[src/rtl/seg_pkg.sv]
// seg_pkg: shared constants and types for the seven-segment scan controller.
//   SCAN_BLANK / SCAN_SHOW : slot phase encodings
//   ANODE_OFF              : level of one inactive (common-anode, active-low) anode bit
//   NIBBLE_W               : width of one hex digit fed to the shared decoder
package seg_pkg;

   localparam int unsigned NIBBLE_W  = 4;
   localparam logic        ANODE_OFF = 1'b1;

   typedef enum logic {
      SCAN_BLANK = 1'b0,
      SCAN_SHOW  = 1'b1
   } scan_state_e;

endpackage

[src/rtl/seg_slot_timer.sv]
// seg_slot_timer: slot counter (cnt) and digit index (idx) for the scan controller,
// plus the blank/show phase FSM. Next-state values are exported so the parent can
// register its outputs in step with the timer.
// Ports:
//   clk, reset            : clock, asynchronous active-high reset
//   cnt, idx, state       : current slot count, digit index and phase
//   slot_wrap             : high in the last cycle of a slot
//   frame_wrap            : high in the last cycle of the last slot of a frame
//   idx_next, state_next  : values idx/state take on the next edge
module seg_slot_timer
   import seg_pkg::*;
#(
   parameter int unsigned NUM_DIGITS   = 4,
   parameter int unsigned REFRESH_DIV  = 50000,
   parameter int unsigned BLANK_CYCLES = 2,
   localparam int unsigned CNT_W       = $clog2(REFRESH_DIV),
   localparam int unsigned IDX_W       = $clog2(NUM_DIGITS)
) (
   input  logic              clk,
   input  logic              reset,
   output logic [CNT_W-1:0]  cnt,
   output logic [IDX_W-1:0]  idx,
   output scan_state_e       state,
   output logic              slot_wrap,
   output logic              frame_wrap,
   output logic [IDX_W-1:0]  idx_next,
   output scan_state_e       state_next
);

   logic [CNT_W-1:0] cnt_next;

   always_comb begin
      slot_wrap  = (cnt == CNT_W'(REFRESH_DIV - 1));
      frame_wrap = slot_wrap && (idx == IDX_W'(NUM_DIGITS - 1));
      cnt_next   = slot_wrap ? '0 : cnt + CNT_W'(1);
      idx_next   = idx;
      if (slot_wrap) begin
         idx_next = frame_wrap ? '0 : idx + IDX_W'(1);
      end
      state_next = state;
      unique case (state)
         SCAN_BLANK: if (cnt == CNT_W'(BLANK_CYCLES - 1)) state_next = SCAN_SHOW;
         SCAN_SHOW:  if (slot_wrap) state_next = SCAN_BLANK;
      endcase
   end

   always_ff @(posedge clk or posedge reset) begin
      if (reset) begin
         cnt   <= '0;
         idx   <= '0;
         state <= SCAN_BLANK;
      end else begin
         cnt   <= cnt_next;
         idx   <= idx_next;
         state <= state_next;
      end
   end

endmodule

[src/rtl/seg_scan_ctrl.sv]
// seg_scan_ctrl: time-multiplexed scan controller for common-anode seven-segment
// digits sharing one nibble-to-segment decoder (decoder lives in the parent).
// Values are staged in a pending register and committed to the shadow register
// only at frame wrap, so a frame is never torn. Every slot starts with
// BLANK_CYCLES of all anodes off to hide decoder changes.
// Optional build macro SEG_SCAN_LEADING_ZERO_BLANK_EN: when defined, digits above
// the most significant non-zero shadow nibble are kept dark (digit 0 always lit).
// Ports:
//   clk, reset  : clock, asynchronous active-high reset
//   value_in    : nibble k at bits [4k+3:4k], digit 0 least significant
//   load        : strobe capturing value_in as a pending update
//   digit_en    : per-digit enable, sampled every cycle
//   bi_digit    : nibble for the shared decoder, stable across a slot
//   an          : anode enables, active-low
//   frame_tick  : one-cycle pulse at the start of each frame
//   pending     : high while a loaded value awaits commit
module seg_scan_ctrl
   import seg_pkg::*;
#(
   parameter int unsigned NUM_DIGITS   = 4,
   parameter int unsigned REFRESH_DIV  = 50000,
   parameter int unsigned BLANK_CYCLES = 2
) (
   input  logic                           clk,
   input  logic                           reset,
   input  logic [NIBBLE_W*NUM_DIGITS-1:0] value_in,
   input  logic                           load,
   input  logic [NUM_DIGITS-1:0]          digit_en,
   output logic [NIBBLE_W-1:0]            bi_digit,
   output logic [NUM_DIGITS-1:0]          an,
   output logic                           frame_tick,
   output logic                           pending
);

   localparam int unsigned CNT_W = $clog2(REFRESH_DIV);
   localparam int unsigned IDX_W = $clog2(NUM_DIGITS);
   localparam int unsigned VAL_W = NIBBLE_W * NUM_DIGITS;

   logic [CNT_W-1:0] cnt;
   logic [IDX_W-1:0] idx, idx_next;
   scan_state_e      state, state_next;
   logic             slot_wrap, frame_wrap;

   logic [VAL_W-1:0]      shadow_q, shadow_d;
   logic [VAL_W-1:0]      pend_val_q, pend_val_d;
   logic                  pending_q, pending_d;
   logic [NUM_DIGITS-1:0] an_q, an_d;
   logic [NIBBLE_W-1:0]   bi_q, bi_d;
   logic                  tick_q, tick_d;
   logic [NUM_DIGITS-1:0] lit;

   seg_slot_timer #(
      .NUM_DIGITS   (NUM_DIGITS),
      .REFRESH_DIV  (REFRESH_DIV),
      .BLANK_CYCLES (BLANK_CYCLES)
   ) u_timer (
      .clk        (clk),
      .reset      (reset),
      .cnt        (cnt),
      .idx        (idx),
      .state      (state),
      .slot_wrap  (slot_wrap),
      .frame_wrap (frame_wrap),
      .idx_next   (idx_next),
      .state_next (state_next)
   );

   // Which digits may light at all, judged from the committed value only.
   always_comb begin
      lit = '1;
`ifdef SEG_SCAN_LEADING_ZERO_BLANK_EN
      begin
         logic nz;
         nz = 1'b0;
         for (int k = NUM_DIGITS - 1; k >= 0; k--) begin
            nz     = nz | (shadow_q[k*NIBBLE_W +: NIBBLE_W] != '0);
            lit[k] = nz | (k == 0);
         end
      end
`endif
   end

   always_comb begin
      shadow_d   = shadow_q;
      pend_val_d = pend_val_q;
      pending_d  = pending_q;
      if (load) begin
         pend_val_d = value_in;
      end
      if (frame_wrap) begin
         // A load coinciding with the wrap bypasses the pending stage.
         if (load) begin
            shadow_d = value_in;
         end else if (pending_q) begin
            shadow_d = pend_val_q;
         end
         pending_d = 1'b0;
      end else if (load) begin
         pending_d = 1'b1;
      end

      tick_d = frame_wrap;

      // The nibble only moves on the edge into a new slot, which is always blank.
      bi_d = bi_q;
      if (slot_wrap) begin
         bi_d = NIBBLE_W'(shadow_d >> (NIBBLE_W * idx_next));
      end

      an_d = {NUM_DIGITS{ANODE_OFF}};
      if (state_next == SCAN_SHOW) begin
         an_d[idx_next] = ~(digit_en[idx_next] & lit[idx_next]);
      end
   end

   always_ff @(posedge clk or posedge reset) begin
      if (reset) begin
         shadow_q   <= '0;
         pend_val_q <= '0;
         pending_q  <= 1'b0;
         an_q       <= {NUM_DIGITS{ANODE_OFF}};
         bi_q       <= '0;
         tick_q     <= 1'b0;
      end else begin
         shadow_q   <= shadow_d;
         pend_val_q <= pend_val_d;
         pending_q  <= pending_d;
         an_q       <= an_d;
         bi_q       <= bi_d;
         tick_q     <= tick_d;
      end
   end

   assign bi_digit   = bi_q;
   assign an         = an_q;
   assign frame_tick = tick_q;
   assign pending    = pending_q;

endmodule

[config.mk]
export PLATFORM = sky130hd
export DESIGN_NAME = seg_scan_ctrl
export DESIGN_NICKNAME = d
export VERILOG_FILES = /design/src/rtl/seg_pkg.sv /design/src/rtl/seg_slot_timer.sv /design/src/rtl/seg_scan_ctrl.sv
export SDC_FILE = /design/constraint.sdc
export NUM_CORES = 1
export LEC_CHECK = 0
export CORE_UTILIZATION = 40
export CTS_CLUSTER_SIZE = 30
export DETAILED_ROUTE_END_ITERATION = 8
export GPL_TIMING_DRIVEN = 0
export PLACE_DENSITY = 0.61
export SYNTH_ARGS = -nofsm -noshare
export SYNTH_HDL_FRONTEND = slang
export SYNTH_SLANG_ARGS = --single-unit
[constraint.sdc]
create_clock -name clk -period 6.1 [get_ports clk]
set_input_delay 1.22 -clock clk [delete_from_list [all_inputs] [get_ports clk]]
set_output_delay 1.22 -clock clk [all_outputs]
set_load 0.02 [all_outputs]
; ---- Yosys cells after proc, flatten, opt, wreduce, memory -nomap -nowiden
; Cells that the tools add are included.
[totals]
regBits = 61
out_inout_bits = 10
in_bits = 23
wordCells = 43
[classes]
addsub = 2
n_eq_ne = 3
order_cmp = 2
n_mux = 18
n_shift = 1
n_reduce_logical = 3
bitwise_logic = 5
[op_table]
columns = cell, count
row1 = $mux W16, 4
row2 = $add A16 B1 Y16 const B, 1
row3 = $eq A16 B1 Y1 const B, 1
row4 = $eq A16 B16 Y1 const B, 1
row5 = $shr A16 B4 Y4, 1
row6 = $mux W1, 7
row7 = $bmux W1 S2, 2
row8 = $mux W2, 2
row9 = $mux W4, 1
row10 = $not A4 Y4, 1
row11 = $or A4 B4 Y4, 1
row12 = $lt A2 B3 Y1 const B, 1
row13 = $add A2 B1 Y2 const B, 1
row14 = $demux W1 S2, 1
row15 = $eq A2 B2 Y1 const B, 1
row16 = $ge A2 B1 Y1 const B, 1
row17 = $logic_and A1 B1 Y1, 2
row18 = $not A1 Y1, 2
row19 = $pmux W1 S2, 1
row20 = $reduce_bool A2 Y1, 1
row21 = $and A1 B1 Y1, 1

; ---- Longest topological paths before layout
[logic_depth]
ltp_word = 11
ltp_mapped = 8
depth_no_buf = 8

; ---- Modules after synthesis
; Synthesis repeated with hierarchy kept, for this count alone.
[unflattened]
cells_unflattened = 243
hier_area_um2 = 2835.2
[by_module_without_submodules]
columns = mod, area_each_um2, seq_area_each_um2, cells_each, instances
row1 = seg_scan_ctrl, 1881.8, 1056.0, 156, 1
row2 = seg_slot_timer, 953.4, 475.5, 87, 1

; ---- Worst setup path before layout
; Ideal clock, no wire load.
[synth_path]
path_kind = input -> register
startpoint = input port load
endpoint = register pend_val_q[0]
path_buffers = 3
required_time_ps = 5975
cell_stages = 4
t_arrival_ps = 2539
setup_time_ps = 125
path_slack_ps = 3436
cell_sequence = clkbuf_1 clkbuf_1 buf_1 mux2_2
[synth_rtl]
columns = item, line_no
row1 = from (decl), seg_scan_ctrl.sv:27  ; input logic load,
row2 = to (signal assigned), seg_scan_ctrl.sv:126  ; pend_val_q <= pend_val_d;
row3 = to (decl), seg_scan_ctrl.sv:45  ; logic [VAL_W-1:0] pend_val_q, pend_val_d;
; No word-level cell between the ends.

; ---- Final worst setup path
[layout_path]
startpoint = input port load
endpoint = register pend_val_q[3]
; No word-level cell between the ends.

==> qor.tcl <==
set qor(gpl.final_weighted_congestion) 0.7740
set qor(r2r_setup_slack_ps) 3150
set qor(initial_util) 0.4148
set qor(first_pass_iters) 6
set qor(post-route-drc-count) 0
set qor(mappedNetlistNets) 242
set qor(worstMarginPinSlew_ps) 506.2
set qor(netlist_instances) 216
set qor(placeableCoreArea_sq_um) 6386
set qor(syn_area_sq_um) 2649
set qor(timing.final.crit_period_ps) 3112
set qor(cts_sinks) 61
set qor(relSlewSlack) 0.6600
set qor(die_height_um) 83.38
set qor(ant_nets) 0
set qor(ios) 33
set qor(max_cap_violations) 0
set qor(hold_path_startpoint) {u_timer.cnt[13]$_DFF_PP0_}
set qor(ys_seq_area_frac) 0.5782
set qor(finalSetupViolCount) 0
set qor(cellLeakagePower_uw) 0.001433
set qor(cts-buffers-inserted) 9
set qor(fin_crit_sh) 0.5102
set qor(slew_violations) 0
set qor(cp.required_ps) 6320
set qor(worst_hold_path_type) {reg2reg}
set qor(layout-area-overhead-vs-synth_pct) 23.10
set qor(wirelength_mm) 5.038
set qor(die_width_um) 83.38
set qor(r2r-start) {u_timer.cnt[0]$_DFF_PP0_}
set qor(antenna_cell_count) 0
set qor(cellPowerDensity_nw_per_um2) 238.7
set qor(synth_top_cells_by_area) {dfrtp_1 54%, mux2_2 9.8%, dfstp_2 4.0%}
set qor(first_global_vias) 1828
set qor(drt-vias-per-instance) 5.199
set qor(post-place-cells) 326
set qor(cts_max_path_buffers) 2
set qor(ctsRootBufferMaster) {clkbuf_8}
set qor(hold_path_end) {u_timer.cnt[13]$_DFF_PP0_}
set qor(clkSlewWorstSetupHoldPaths_ps) 70
set qor(critical_path.max_fanout) 10
set qor(vias) 1778
set qor(switchingPower_uw) 188.6
set qor(cts_tree) {yes}
set qor(regToRegEndpoint) {bi_digit[1]$_DFFE_PP0N_}
set qor(proportion_of_layout_cells_with_a_drive_suffix_above_1) 0.2038
set qor(share_comb_of_total_power) 0.060
set qor(gr-usage-all-layers) 0.1690
set qor(finalHoldViolations) 0
set qor(power.sequential.fraction) 0.538
set qor(final_cells) 342
set qor(fin_skew_ps) 10.51
set qor(arrival_ps) 3330
set qor(setup.worst_path.class) {in2reg}
set qor(post-cts-setup-buffer-count) 0
set qor(grt_antenna_before_repair) 0
set qor(timing.critical_path.to_type) {register}
set qor(global_route_wire_length_before_repair_mm) 9.080
set qor(synth_area_per_cell_sq_um) 12.26
set qor(synth_cell_types) 41
set qor(die_area_sq_um) 6951
set qor(synth-seq-cells) 61
set qor(critical_path.startpoint_type) {primary input}
set qor(buffer_ports.inserted) 32
set qor(rsz_0062_raised_after_global_routing) {false}
set qor(grt.busiest_layer) {met1}
set qor(peakVddDrop_uv) 133.5
set qor(post-dp-hpwl_mm) 3.515
set qor(clock_power_share) 0.402
set qor(power_report.internal_total_uw) 589.8
set qor(htree_num_levels) 3
set qor(grt.met3_usage) 0.03280
set qor(largest_net_degree_at_the_start_of_global_routing) 44
set qor(synth.yosys.warnings) 0
set qor(drtIter0Drc) 84
set qor(r2r.worst_path.cells) 8
set qor(core.rowCount) 29
set qor(use_met2) 0.2243
set qor(fin_tns_setup_ps) 0
set qor(peak_freq_mhz) 321.3
set qor(status) {complete, no violations}
set qor(clkLatencyLatePin_ps) 340
set qor(gr-usage-met1) 0.2539
set qor(cts_resized) 0
set qor(cts_hold_buffers) 0
set qor(routed_wire_length_per_instance_um) 14.73
set qor(min_path_cells) 1
set qor(swShare) 0.2422
set qor(design.final.nets) 286
set qor(grt.overflow.total) 0
set qor(synth_largest_area_cell) {dfrtp_1}
set qor(post-synth-top-area-fraction) 0.5385
set qor(totalPowerFinal_uw) 778.4
-- stage by stage --
step           worst slack [ps]    util  hold slack (ps)  instance area (sq um)
6_report                   2988  0.5106            498.4                   3261
5_1_grt                    2724  0.5106            509.4                   3261
4_1_cts                    2961  0.5106            495.2                   3261
3_5_place_dp               2595  0.4832            481.8                   3085
3_3_place_gp               2234  0.4800            478.7                   3065
2_1_floorplan              3374       -            457.0                   2649
-- power by group through the flow --
| stage | combinational (uW) | sequential [uW] | clock [uW] |
|---|---|---|---|
| 6_report | 46.4 | 419 | 313 |
| 5_1_grt | 52.2 | 420 | 343 |
| 4_1_cts | 47.9 | 419 | 325 |
| 3_5_place_dp | 47.6 | 427 | 0 |
| 3_3_place_gp | 45.7 | 426 | 0 |
| 2_1_floorplan | 24.1 | 426 | 0 |
-- how the worst max path moves through the flow --
stage                      from                    endpoint  slack, ps  cells after the start
after detailed placement   load   pend_val_q[3]$_DFFE_PP0P_       2600                      5
final                      load   pend_val_q[3]$_DFFE_PP0P_       2990                      5
after global placement    reset  pend_val_q[14]$_DFFE_PP0P_       2230                      2
after global routing       load   pend_val_q[3]$_DFFE_PP0P_       2720                      5
after CTS                  load   pend_val_q[3]$_DFFE_PP0P_       2960                      5
after floorplan           reset     bi_digit[0]$_DFFE_PP0N_       3370                      1
-- cell families after synthesis --
| group | after synthesis | synth area share |
|---|---|---|
| AOI/OAI and AO/OA | 29 | 0.08172 |
| xor gates and xnor gates | 13 | 0.04299 |
| adders and majority gates | 3 | 0.01417 |
| buffers and inverters | 13 | 0.02172 |
| DFF | 61 | 0.5782 |
| muxes | 28 | 0.1167 |
| and+or+nand+nor | 69 | 0.1445 |
-- cell usage after synthesis (all sizes together) --
master	number
a211o	1
a21oi	1
a22o	8
a22oi	6
a31o	1
a31oi	5
a32oi	2
and2	1
and3	4
and3b	1
and4	1
buf	3
clkbuf	3
dfrtp	57
dfstp	4
ha	3
inv	7
mux2	23
mux2i	5
nand2	8
nand2b	1
nand3	13
nand4	4
nor2	25
nor2b	1
nor3	2
nor4	4
nor4b	1
o21ai	4
o22ai	1
or3	1
or4	1
or4b	1
xnor2	4
xor2	9
-- flip-flops by register name, indices dropped and copies added (netlist names) --
signal	count
bi_digit	4
u_timer.idx	2
pend_val_q	16
pending	1
u_timer.state	1
u_timer.cnt	16
an	4
frame_tick	1
shadow_q	16
-- cell type report --
cell class                      instances  area [sq um]
Buffer                                  6         31.28
Clock inverter                          7         51.30
Sequential cell                        61          1531
Tap cell                               77         96.34
Inverter                                7         26.28
Clock buffer                            9         123.9
Fill cell                             574          3126
Multi-Input combinational cell        142          1060
Timing Repair Buffer                   33         340.3
-- routing by layer --
| metal | up-vias | wire length, um |
|---|---|---|
| li1 | 869 | - |
| met1 | 864 | 2572 |
| met2 | 38 | 2154 |
| met3 | 7 | 206 |
| met4 | 0 | 106 |
| met5 | - | 0 |
-- layout by cell type (no fill, tap or decap), types with 6 or more instances in the layout --
cell type | synthesis | final
dfrtp_1 | 57 | 57
nand2_1 | 8 | 8
clkbuf_8 | 0 | 9
clkdlybuf4s50_1 | 0 | 32
xor2_1 | 9 | 9
a22o_1 | 8 | 8
a22oi_1 | 6 | 6
mux2_2 | 23 | 23
nand3_1 | 13 | 13
nor2_1 | 25 | 25
-- worst max-delay path, stage by stage --
cell and delay (ps):
clkdlybuf4s50_1 470, clkbuf_1 410, clkbuf_1 400, buf_1 430
mux2_2 390
Note: power is estimated with default switching activity, not from simulation.
